[src/rtl/dcp_pkg.sv]
// Shared definitions for the DCP children: state encoding, print characters,
// RX/TX item types and the command codes the parent decodes.
package dcp_pkg;

  typedef enum logic [3:0] {
    S_IDLE,
    S_GET_A,
    S_GET_D,
    S_WR,
    S_RD,
    S_PR_A,
    S_PR_S,
    S_PR_D,
    S_PR_N,
    S_PR_Q,
    S_DONE
  } state_e;

  localparam logic [7:0] CH_COLON = 8'h3A;
  localparam logic [7:0] CH_NL    = 8'h0A;
  localparam logic [7:0] CH_Q     = 8'h3F;

  localparam logic TY_CHAR = 1'b0;
  localparam logic TY_HEX  = 1'b1;

  localparam logic [7:0] CMD_D = 8'h44;
  localparam logic [7:0] CMD_I = 8'h49;
  localparam logic [7:0] CMD_E = 8'h45;

  typedef struct packed {
    logic        ty;
    logic [31:0] data;
  } tx_item_t;

endpackage

[src/rtl/dcp_tx_seq.sv]
// PRINT sequencer: latches one {type,data} item, holds req until ack and
// reports completion in the ack cycle.
module dcp_tx_seq
  import dcp_pkg::*;
(
  input  logic        clk,
  input  logic        rstn,
  input  logic        abort_i,
  input  logic        go_i,
  input  tx_item_t    item_i,
  input  logic        ack_tx_i,
  output logic        done_o,
  output logic        req_tx_o,
  output logic        type_tx_o,
  output logic [31:0] dout_tx_o
);

  logic     req_q;
  tx_item_t item_q;

  always_ff @(posedge clk) begin
    if (!rstn || abort_i || (req_q && ack_tx_i)) begin
      req_q  <= 1'b0;
      item_q <= '0;
    end else if (go_i && !req_q) begin
      req_q  <= 1'b1;
      item_q <= item_i;
    end
  end

  assign done_o    = req_q & ack_tx_i;
  assign req_tx_o  = req_q;
  assign type_tx_o = item_q.ty;
  assign dout_tx_o = item_q.data;

endmodule

[src/rtl/dcp_mem_ctrl.sv]
// DCP memory-access child: multi-word dump and single-word write over NCH
// memories. Define DCP_MEM_READBACK_EN to print the stored word after a write.
module dcp_mem_ctrl
  import dcp_pkg::*;
#(
  parameter int NCH      = 2,
  parameter int AW       = 8,
  parameter int DW       = 32,
  parameter int DUMP_LEN = 8,
  parameter int RD_LAT   = 1,
  parameter int CW       = (NCH > 1) ? $clog2(NCH) : 1
) (
  input  logic              clk,
  input  logic              rstn,
  input  logic              start,
  input  logic              wr_mode,
  input  logic [CW-1:0]     ch_sel,
  output logic              finish,
  output logic              req_rx,
  output logic              type_rx,
  input  logic              ack_rx,
  input  logic              flag_rx,
  input  logic [31:0]       din_rx,
  output logic              req_tx,
  output logic              type_tx,
  input  logic              ack_tx,
  output logic [31:0]       dout_tx,
  output logic [AW-1:0]     addr,
  output logic [DW-1:0]     din,
  output logic [NCH-1:0]    we,
  input  logic [NCH*DW-1:0] dout_mem
);

  localparam logic [31:0] CNT_LAST = 32'(DUMP_LEN - 1);

  state_e        state_q, state_d;
  logic          start_q;
  logic          wr_q, wr_d;
  logic [CW-1:0] ch_q, ch_d;
  logic [AW-1:0] addr_q, addr_d, addr_inc;
  logic [DW-1:0] din_q, din_d, rd_raw;
  logic [31:0]   data_q, data_d, addr_ext, rd_ext, cnt_q, cnt_d;
  logic [1:0]    lat_q, lat_d;
  logic          req_rx_q, req_rx_d, rx_ack;
  logic [AW-1:0] last_q [NCH];
  logic          last_we, tx_go, tx_abort, tx_done;
  tx_item_t      tx_item;
  logic          unused_rx;

  assign unused_rx = ^din_rx;
  assign rx_ack    = ack_rx & req_rx_q;
  assign addr_inc  = addr_q + 1'b1;

  always_comb begin
    rd_raw = '0;
    for (int unsigned k = 0; k < NCH; k++) begin
      if (ch_q == CW'(k)) rd_raw = dout_mem[k*DW +: DW];
    end
    rd_ext           = '0;
    rd_ext[DW-1:0]   = rd_raw;
    addr_ext         = '0;
    addr_ext[AW-1:0] = addr_q;
  end

  always_comb begin
    state_d  = state_q;
    wr_d     = wr_q;
    ch_d     = ch_q;
    addr_d   = addr_q;
    din_d    = din_q;
    data_d   = data_q;
    cnt_d    = cnt_q;
    lat_d    = lat_q;
    req_rx_d = 1'b0;
    last_we  = 1'b0;
    tx_go    = 1'b0;
    tx_abort = 1'b0;
    tx_item  = '0;
    unique case (state_q)
      S_IDLE: if (start && !start_q) begin
        wr_d    = wr_mode;
        ch_d    = ch_sel;
        cnt_d   = '0;
        state_d = (32'(ch_sel) >= NCH) ? S_PR_Q : S_GET_A;
      end
      S_GET_A, S_GET_D: begin
        req_rx_d = ~rx_ack;
        if (rx_ack) begin
          if (state_q == S_GET_A) begin
            if (!flag_rx) begin
              addr_d  = din_rx[AW-1:0];
              state_d = wr_q ? S_GET_D : S_RD;
            end else if (wr_q) begin
              state_d = S_PR_Q;
            end else begin
              addr_d  = last_q[ch_q];
              state_d = S_RD;
            end
          end else if (flag_rx) begin
            state_d = S_PR_Q;
          end else begin
            din_d   = din_rx[DW-1:0];
            state_d = S_WR;
          end
        end
      end
`ifdef DCP_MEM_READBACK_EN
      S_WR: state_d = S_RD;
`else
      S_WR: state_d = S_DONE;
`endif
      S_RD: begin
        if (lat_q == 2'(RD_LAT)) begin
          data_d  = rd_ext;
          lat_d   = '0;
          state_d = S_PR_A;
        end else begin
          lat_d = lat_q + 2'd1;
        end
      end
      S_PR_A: begin
        tx_go   = 1'b1;
        tx_item = {TY_HEX, addr_ext};
        if (tx_done) state_d = S_PR_S;
      end
      S_PR_S: begin
        tx_go   = 1'b1;
        tx_item = {TY_CHAR, 24'h0, CH_COLON};
        if (tx_done) state_d = S_PR_D;
      end
      S_PR_D: begin
        tx_go   = 1'b1;
        tx_item = {TY_HEX, data_q};
        if (tx_done) state_d = S_PR_N;
      end
      S_PR_N: begin
        tx_go   = 1'b1;
        tx_item = {TY_CHAR, 24'h0, CH_NL};
        if (tx_done) begin
          // readback after a write prints a single line and leaves last_addr alone
          if (wr_q) begin
            state_d = S_DONE;
          end else if (cnt_q < CNT_LAST) begin
            cnt_d   = cnt_q + 32'd1;
            addr_d  = addr_inc;
            state_d = S_RD;
          end else begin
            last_we = 1'b1;
            state_d = S_DONE;
          end
        end
      end
      S_PR_Q: begin
        tx_go   = 1'b1;
        tx_item = {TY_CHAR, 24'h0, CH_Q};
        if (tx_done) state_d = S_DONE;
      end
      default: ;
    endcase
    // start low outside IDLE covers both the normal DONE exit and an abort
    if (state_q != S_IDLE && !start) begin
      state_d  = S_IDLE;
      req_rx_d = 1'b0;
      last_we  = 1'b0;
      tx_abort = 1'b1;
    end
    if (state_d == S_IDLE) begin
      addr_d = '0;
      din_d  = '0;
      data_d = '0;
      lat_d  = '0;
    end
  end

  always_ff @(posedge clk) begin
    if (!rstn) begin
      state_q  <= S_IDLE;
      start_q  <= 1'b0;
      wr_q     <= 1'b0;
      ch_q     <= '0;
      addr_q   <= '0;
      din_q    <= '0;
      data_q   <= '0;
      cnt_q    <= '0;
      lat_q    <= '0;
      req_rx_q <= 1'b0;
      for (int unsigned k = 0; k < NCH; k++) last_q[k] <= '0;
    end else begin
      state_q  <= state_d;
      start_q  <= start;
      wr_q     <= wr_d;
      ch_q     <= ch_d;
      addr_q   <= addr_d;
      din_q    <= din_d;
      data_q   <= data_d;
      cnt_q    <= cnt_d;
      lat_q    <= lat_d;
      req_rx_q <= req_rx_d;
      if (last_we) last_q[ch_q] <= addr_inc;
    end
  end

  always_comb begin
    we = '0;
    if (state_q == S_WR) we[ch_q] = start;
  end

  dcp_tx_seq u_tx_seq (
    .clk       (clk),
    .rstn      (rstn),
    .abort_i   (tx_abort),
    .go_i      (tx_go),
    .item_i    (tx_item),
    .ack_tx_i  (ack_tx),
    .done_o    (tx_done),
    .req_tx_o  (req_tx),
    .type_tx_o (type_tx),
    .dout_tx_o (dout_tx)
  );

  assign finish  = (state_q == S_DONE);
  assign req_rx  = req_rx_q;
  assign type_rx = req_rx_q;
  assign addr    = addr_q;
  assign din     = din_q;

endmodule

[config.mk]
export PLATFORM = sky130hd
export DESIGN_NAME = dcp_mem_ctrl
export DESIGN_NICKNAME = d
export VERILOG_FILES = /design/src/rtl/dcp_pkg.sv /design/src/rtl/dcp_tx_seq.sv /design/src/rtl/dcp_mem_ctrl.sv
export SDC_FILE = /design/constraint.sdc
export NUM_CORES = 1
export LEC_CHECK = 0
export CAP_MARGIN = 15
export CORE_MARGIN = 2
export CORE_UTILIZATION = 48
export CTS_CLUSTER_SIZE = 25
export DETAILED_ROUTE_END_ITERATION = 8
export PLACE_DENSITY = 0.79
export SKIP_CTS_REPAIR_TIMING = 1
export SYNTH_ARGS = -nofsm -noshare
export SYNTH_HDL_FRONTEND = slang
export SYNTH_SLANG_ARGS = --single-unit
[constraint.sdc]
create_clock -name clk -period 3.6 [get_ports clk]
set_clock_uncertainty 0.1 [all_clocks]
set_input_delay 0.72 -clock clk [delete_from_list [all_inputs] [get_ports clk]]
set_output_delay 0.72 -clock clk [all_outputs]
set_load 0.005 [all_outputs]
Yosys cells after proc, flatten, opt, wreduce, memory -nomap -nowiden:

Memory sizes are Yosys's and may differ from the RTL's. A register that Yosys moved wholly into a read port is not among the register bits.
Index checks and enable logic that the tools add are counted.

* register bits: 148
* memory bits (writable): 16
* input bits: 104
* output and inout port bits: 79
* logic and storage cells: 124
* memories: 1

* add/subtract/negate cells: 3
* $lt $le $gt $ge: 3
* eq/ne operators: 18
* mux-type cells: 52
* bitwise logic cells: 8
* reductions and logical operators: 26

Memory list
* last_q: words 2, bits a word 8, rd ports 1, clocked after memory_dff 1, wr ports 2, line dcp_mem_ctrl.sv:45 `logic [AW-1:0] last_q [NCH];`

Operators with widths (count)
* $pmux 33 s5: 1
* $mux 32: 5
* $mux 8: 8
* $pmux 32 s2: 1
* $mux 4: 15
* $pmux 4 s9: 1
* $add 32x1->32 const B: 1
* $lt 32x3->1 const B: 1
* $eq 4x3->1 const B: 4
* $mux 1: 16
* $pmux 8 s2: 1
* $eq 4x4->1 const B: 3
* $ne 2x2->1 const B: 6
* $add 8x1->8 const B: 1
* $eq 4x2->1 const B: 2
* $logic_not 4->1: 2
* $reduce_or 8->1: 1
* $reduce_and 7->1: 1
* $logic_and 1x1->1: 5
* $not 1->1: 5
* $reduce_and 5->1: 1
* $reduce_or 5->1: 1
* $eq 4x1->1 const B: 1
* $logic_not 1->1: 4
* 17 further kinds: 23

Longest topological paths before layout:

Gate-level depths: netlist of the first run.

* word-level depth: 11
* mapped depth: 10
* depth with buffers taken out: 7

Modules after synthesis:

From an unflattened synthesis of the first run, not the netlist that was laid out.

* cells, all modules: 815
* area total of the unflattened synthesis: 7329.5 um2

Modules (own cells, without submodules)
* dcp_mem_ctrl: instances 1, cells an instance 664, area each 5999.5 um2, seq. area each 2782.7 um2
* dcp_tx_seq: instances 1, cells an instance 151, area each 1330.0 um2, seq. area each 680.7 um2

Worst setup path before layout of the first run:

OpenSTA, ideal clock, no wires.

* path type: input-to-reg
* from: input port ack_rx
* to: register data_q[12]
* library setup time: 0.147 ns
* arrival: 2.392 ns
* required time: 3.353 ns
* setup slack: 0.961 ns
* stages on the path: 9
* path buffers: 3
* path through: nand4bb_1 buf_2 o21ai_1 a32o_1 or4_1 a211oi_2 buf_4 buf_6 a211oi_2

* cells in the longest elaborated chain, start to end: 6

Ends and longest elaborated chain
* start, declared: line dcp_mem_ctrl.sv:21 `input logic ack_rx,`
* $and 1x1->1: line dcp_mem_ctrl.sv:51 `assign rx_ack = ack_rx & req_rx_q;`
* $mux 4: line dcp_mem_ctrl.sv:88 `if (rx_ack) begin`
* $pmux 4 s9: line dcp_mem_ctrl.sv:79 `unique case (state_q)`
* $mux 4: line dcp_mem_ctrl.sv:161 `if (state_q != S_IDLE && !start) begin`
* $logic_not 4->1: line dcp_mem_ctrl.sv:167 `if (state_d == S_IDLE) begin`
* $reduce_or 2->1 (no line)
* end signal, assigned: line dcp_mem_ctrl.sv:195 `data_q <= data_d;`
* end, declared: line dcp_mem_ctrl.sv:42 `logic [31:0] data_q, data_d, addr_ext, rd_ext, cnt_q, cnt_d;`

Every way passes these cells.
A chain may end at the register's enable or synchronous reset.

Worst setup path after layout of the first run:

* from: register state_q[1]
* to: output port finish

* cells in the longest elaborated chain, start to end: 1

Ends and longest elaborated chain
* start, declared: line dcp_mem_ctrl.sv:36 `state_e state_q, state_d;`
* start signal, assigned: line dcp_mem_ctrl.sv:189 `state_q <= state_d;`
* $eq 4x4->1: line dcp_mem_ctrl.sv:221 `assign finish = (state_q == S_DONE);`
* end, declared: line dcp_mem_ctrl.sv:18 `output logic finish,`

Every way passes these cells.

==> results of run 1 <==
## metal layers
metal | GRT usage, % | vias up
met5 | 0 | -
met4 | 8.72 | 0
met3 | 6.44 | 28
met2 | 35.8 | 229
met1 | 30.4 | 2872
li1 | - | 3037
## flip-flops by register name, indices dropped and copies added, names as in the netlist, named ones only
name,cells
u_tx_seq.dout_tx_o,32
start_q,1
state_q,4
req_rx,1
addr,8
lat_q,2
last_q,16
u_tx_seq.type_tx_o,1
data_q,32
u_tx_seq.req_tx_o,1
ch_q,1
wr_q,1
din,32
cnt_q,32
## metrics by stage
stage	instances	power [mW]	area, sq um	utilization (%)
CTS	1126	3.93	9470	65.9
floorplan	778	2.07	7000	-
global route	1126	4.03	9470	65.9
detailed placement	1098	2.22	8920	62.1
finish	1126	3.91	9470	65.9
global placement	1098	2.22	8920	62.1
## how the worst min path moves through the flow
stage,endpoint,slack (ns),startpoint,cells past startpoint
floorplan,lat_q[1],0.32,lat_q[1],2
global placement,u_tx_seq.dout_tx_o[21],0.34,u_tx_seq.dout_tx_o[21],2
detailed placement,din[29],0.35,din[29],2
CTS,u_tx_seq.dout_tx_o[2],0.35,u_tx_seq.dout_tx_o[2],2
global route,din[31],0.37,din[31],2
finish,u_tx_seq.dout_tx_o[2],0.35,u_tx_seq.dout_tx_o[2],2
## where the power goes
| part | switching [mW] | internal (mW) | leakage [nW] | total [mW] |
|---|---|---|---|---|
| Sequential | 0.0209 | 1.87 | 1.35 | 1.89 |
| Clock | 0.677 | 1.04 | 0.264 | 1.72 |
| Combinational | 0.138 | 0.160 | 1.60 | 0.298 |
| Total | 0.835 | 3.07 | 3.22 | 3.91 |
## synthesized netlist by cell type (6+ instances only)
master	count	share of area, %
dfxtp_1	149	43
nand2_1	113	6.1
nor2_1	85	4.6
a21oi_1	71	5.1
mux2i_1	54	7.7
clkbuf_1	44	2.4
nand3_1	38	2.7
and3_1	28	2.5
a211oi_2	21	3.8
a211oi_1	17	1.8
edfxtp_1	16	6.9
o21ai_0	14	1.0
buf_2	9	0.64
nand4_1	7	0.63
nor2b_1	7	0.63
nor3_1	7	0.50
nor4_1	7	0.63
o211ai_1	7	0.75
and2_1	6	0.54
buf_6	6	0.97
inv_1	6	0.32
## worst max-delay path, cell delays in order (launching register included)
cell and delay (ns):
dfxtp_1 0.64, nand2b_1 0.31, nor3b_1 0.47, clkdlybuf4s50_1 0.59
## cells by family after synthesis
kind of cell / Yosys count / synth area share (%)
DFF: 165 / 49.5
xor gates and xnor gates: 7 / 0.876
muxes: 54 / 7.72
adders and majority gates: 2 / 0.357
buffers and inverters: 71 / 4.72
and+or+nand+nor: 320 / 21.3
AOI/OAI and AO/OA: 159 / 15.6
## cell type report
cell class              instances  area share (%)
inverters                       6           0.238
flip-flops and latches        165            36.6
well taps                     184            2.43
repair buffers                201            20.9
clock inverters                 5           0.819
multi-input cells             542            34.1
clock buffers                  23            4.95
==> impl_metrics.py, run 1 <==
metrics = {
    "status": {
        "status": "complete, no violations",
    },
    "setup_path": {
        "endpoint": "finish",
        "r2r_end": "addr[1]",
        "end_kind": "output pin",
        "timing.rr.start": "state_q[2]",
        "worstSetupPathType": "register to output pin",
        "cp-start-kind": "register",
        "worstPathArrival_ns": 2.44,
        "rr_worst_depth": 7,
        "r2r_slack_ns": 0.63,
        "cp.required_ns": 2.78,
        "crit_start": "state_q[1]",
        "cp_max_fo": 14,
    },
    "timing": {
        "setup_violations": 0,
        "clock.fmax_mhz": 307,
        "slew-limit-headroom_pct": 28.2,
        "period_minus_slack_ns": 3.26,
        "setup_tns_ns": 0,
        "maxSlewViolCount": 0,
        "worst_slack_ns": 0.341,
        "rsz0062_at_grt": "no",
        "worst_pin_slew_ns": 1.08,
        "hold_ws_ns": 0.352,
        "finalHoldViolCount": 0,
        "min_period_over_period_pct": 90.5,
    },
    "yosys": {
        "netlist_instances": 778,
        "synth.avg_cell_area_sq_um": 9.00,
        "syn_area_sq_um": 7000,
        "yosysUniqueCellTypes": 50,
        "syn-num-nets": 884,
        "seq_area_frac_synth_pct": 49.5,
        "synth_edf_count": 16,
        "async_flop_share_pct": 0,
        "synth_warnings": 0,
        "synth_ff_type": "dfxtp_1",
        "synth-seq-cells": 165,
    },
    "detailed_routing": {
        "wl_met2_microns": 8240,
        "first_pass_iters": 5,
        "drc": 0,
        "top_layer_used": "met4",
        "drt-initial-drc-count": 455,
        "wl_met3_microns": 1380,
        "antenna_left": 0,
        "routed_via_density": 5.48,
        "drt-total-wl_microns": 18000,
        "vias": 6166,
        "m1WireLength_microns": 8000,
        "wire_per_inst_microns": 16.0,
    },
    "final_layout": {
        "layout_common_cells": "clkdlybuf4s50_1, dfxtp_1, nand2_1",
        "final_layout_size_suffix_gt1_share_pct": 7.32,
        "nNetsFinal": 1039,
        "diodes": 0,
        "fillers": 1167,
        "multiInputGateArea_sq_um": 3230,
        "regArea_sq_um": 3460,
        "area_growth_pct": 35.3,
        "layout_commonest_cell": "clkdlybuf4s50_1",
    },
    "global_route": {
        "grt_pass1_vias": 5757,
        "grt_max_degree": 45,
        "grt_pass1_wl_microns": 29100,
        "antenna_found_initial": 0,
        "grt_overflow": 0,
        "track_usage_pct": 23.0,
    },
    "cts": {
        "cts_buffers": 17,
        "clock_latency_ns": 0.42,
        "cts_max_level": 4,
        "clk_pin_slew_ns": 0.06,
        "cts_buffer_depth": 2,
        "ctsRootBufferMaster": "clkbuf_16",
        "cts_tree": "yes",
        "cts.sinks": 165,
    },
    "flow_run": {
        "cap_violations": 0,
    },
    "place": {
        "dp_slack_ns": 0.215,
        "port_buffers": 182,
        "gp_congestion": 0.920,
        "post-dp-hpwl_microns": 12400,
    },
    "floorplanning": {
        "die_w_microns": 125,
        "initial_core_util_pct": 48.7,
        "num_rows": 44,
        "die-area_sq_um": 15600,
        "core_area_sq_um": 14400,
        "ios": 183,
        "fp.dieH_microns": 125,
    },
    "pwr": {
        "peakVddDrop_uv": 327,
        "power.leakage_nw": 3.22,
        "power_density_nw_per_um2": 413,
    },
    "worst_hold_path": {
        "hp-class": "register to register",
    },
}
(Power assumes the default switching activity.)
==> inputs of run 2 (changes only) <==
--- a/config.mk
+++ b/config.mk
@@ -12,6 +12,7 @@
 export DETAILED_ROUTE_END_ITERATION = 8
 export PLACE_DENSITY = 0.79
 export SKIP_CTS_REPAIR_TIMING = 1
+export SKIP_LAST_GASP = 1
 export SYNTH_ARGS = -nofsm -noshare
 export SYNTH_HDL_FRONTEND = slang
 export SYNTH_SLANG_ARGS = --single-unit
==> results of run 2 <==
No change in the layout: final DEF, timing and power equal those of run 1.
==> inputs of run 3 (changes only) <==
--- a/config.mk
+++ b/config.mk
@@ -16,3 +16,4 @@
 export SYNTH_ARGS = -nofsm -noshare
 export SYNTH_HDL_FRONTEND = slang
 export SYNTH_SLANG_ARGS = --single-unit
+export TNS_END_PERCENT = 10
==> results of run 3 <==
No change in the layout: final DEF, timing and power equal those of run 1.
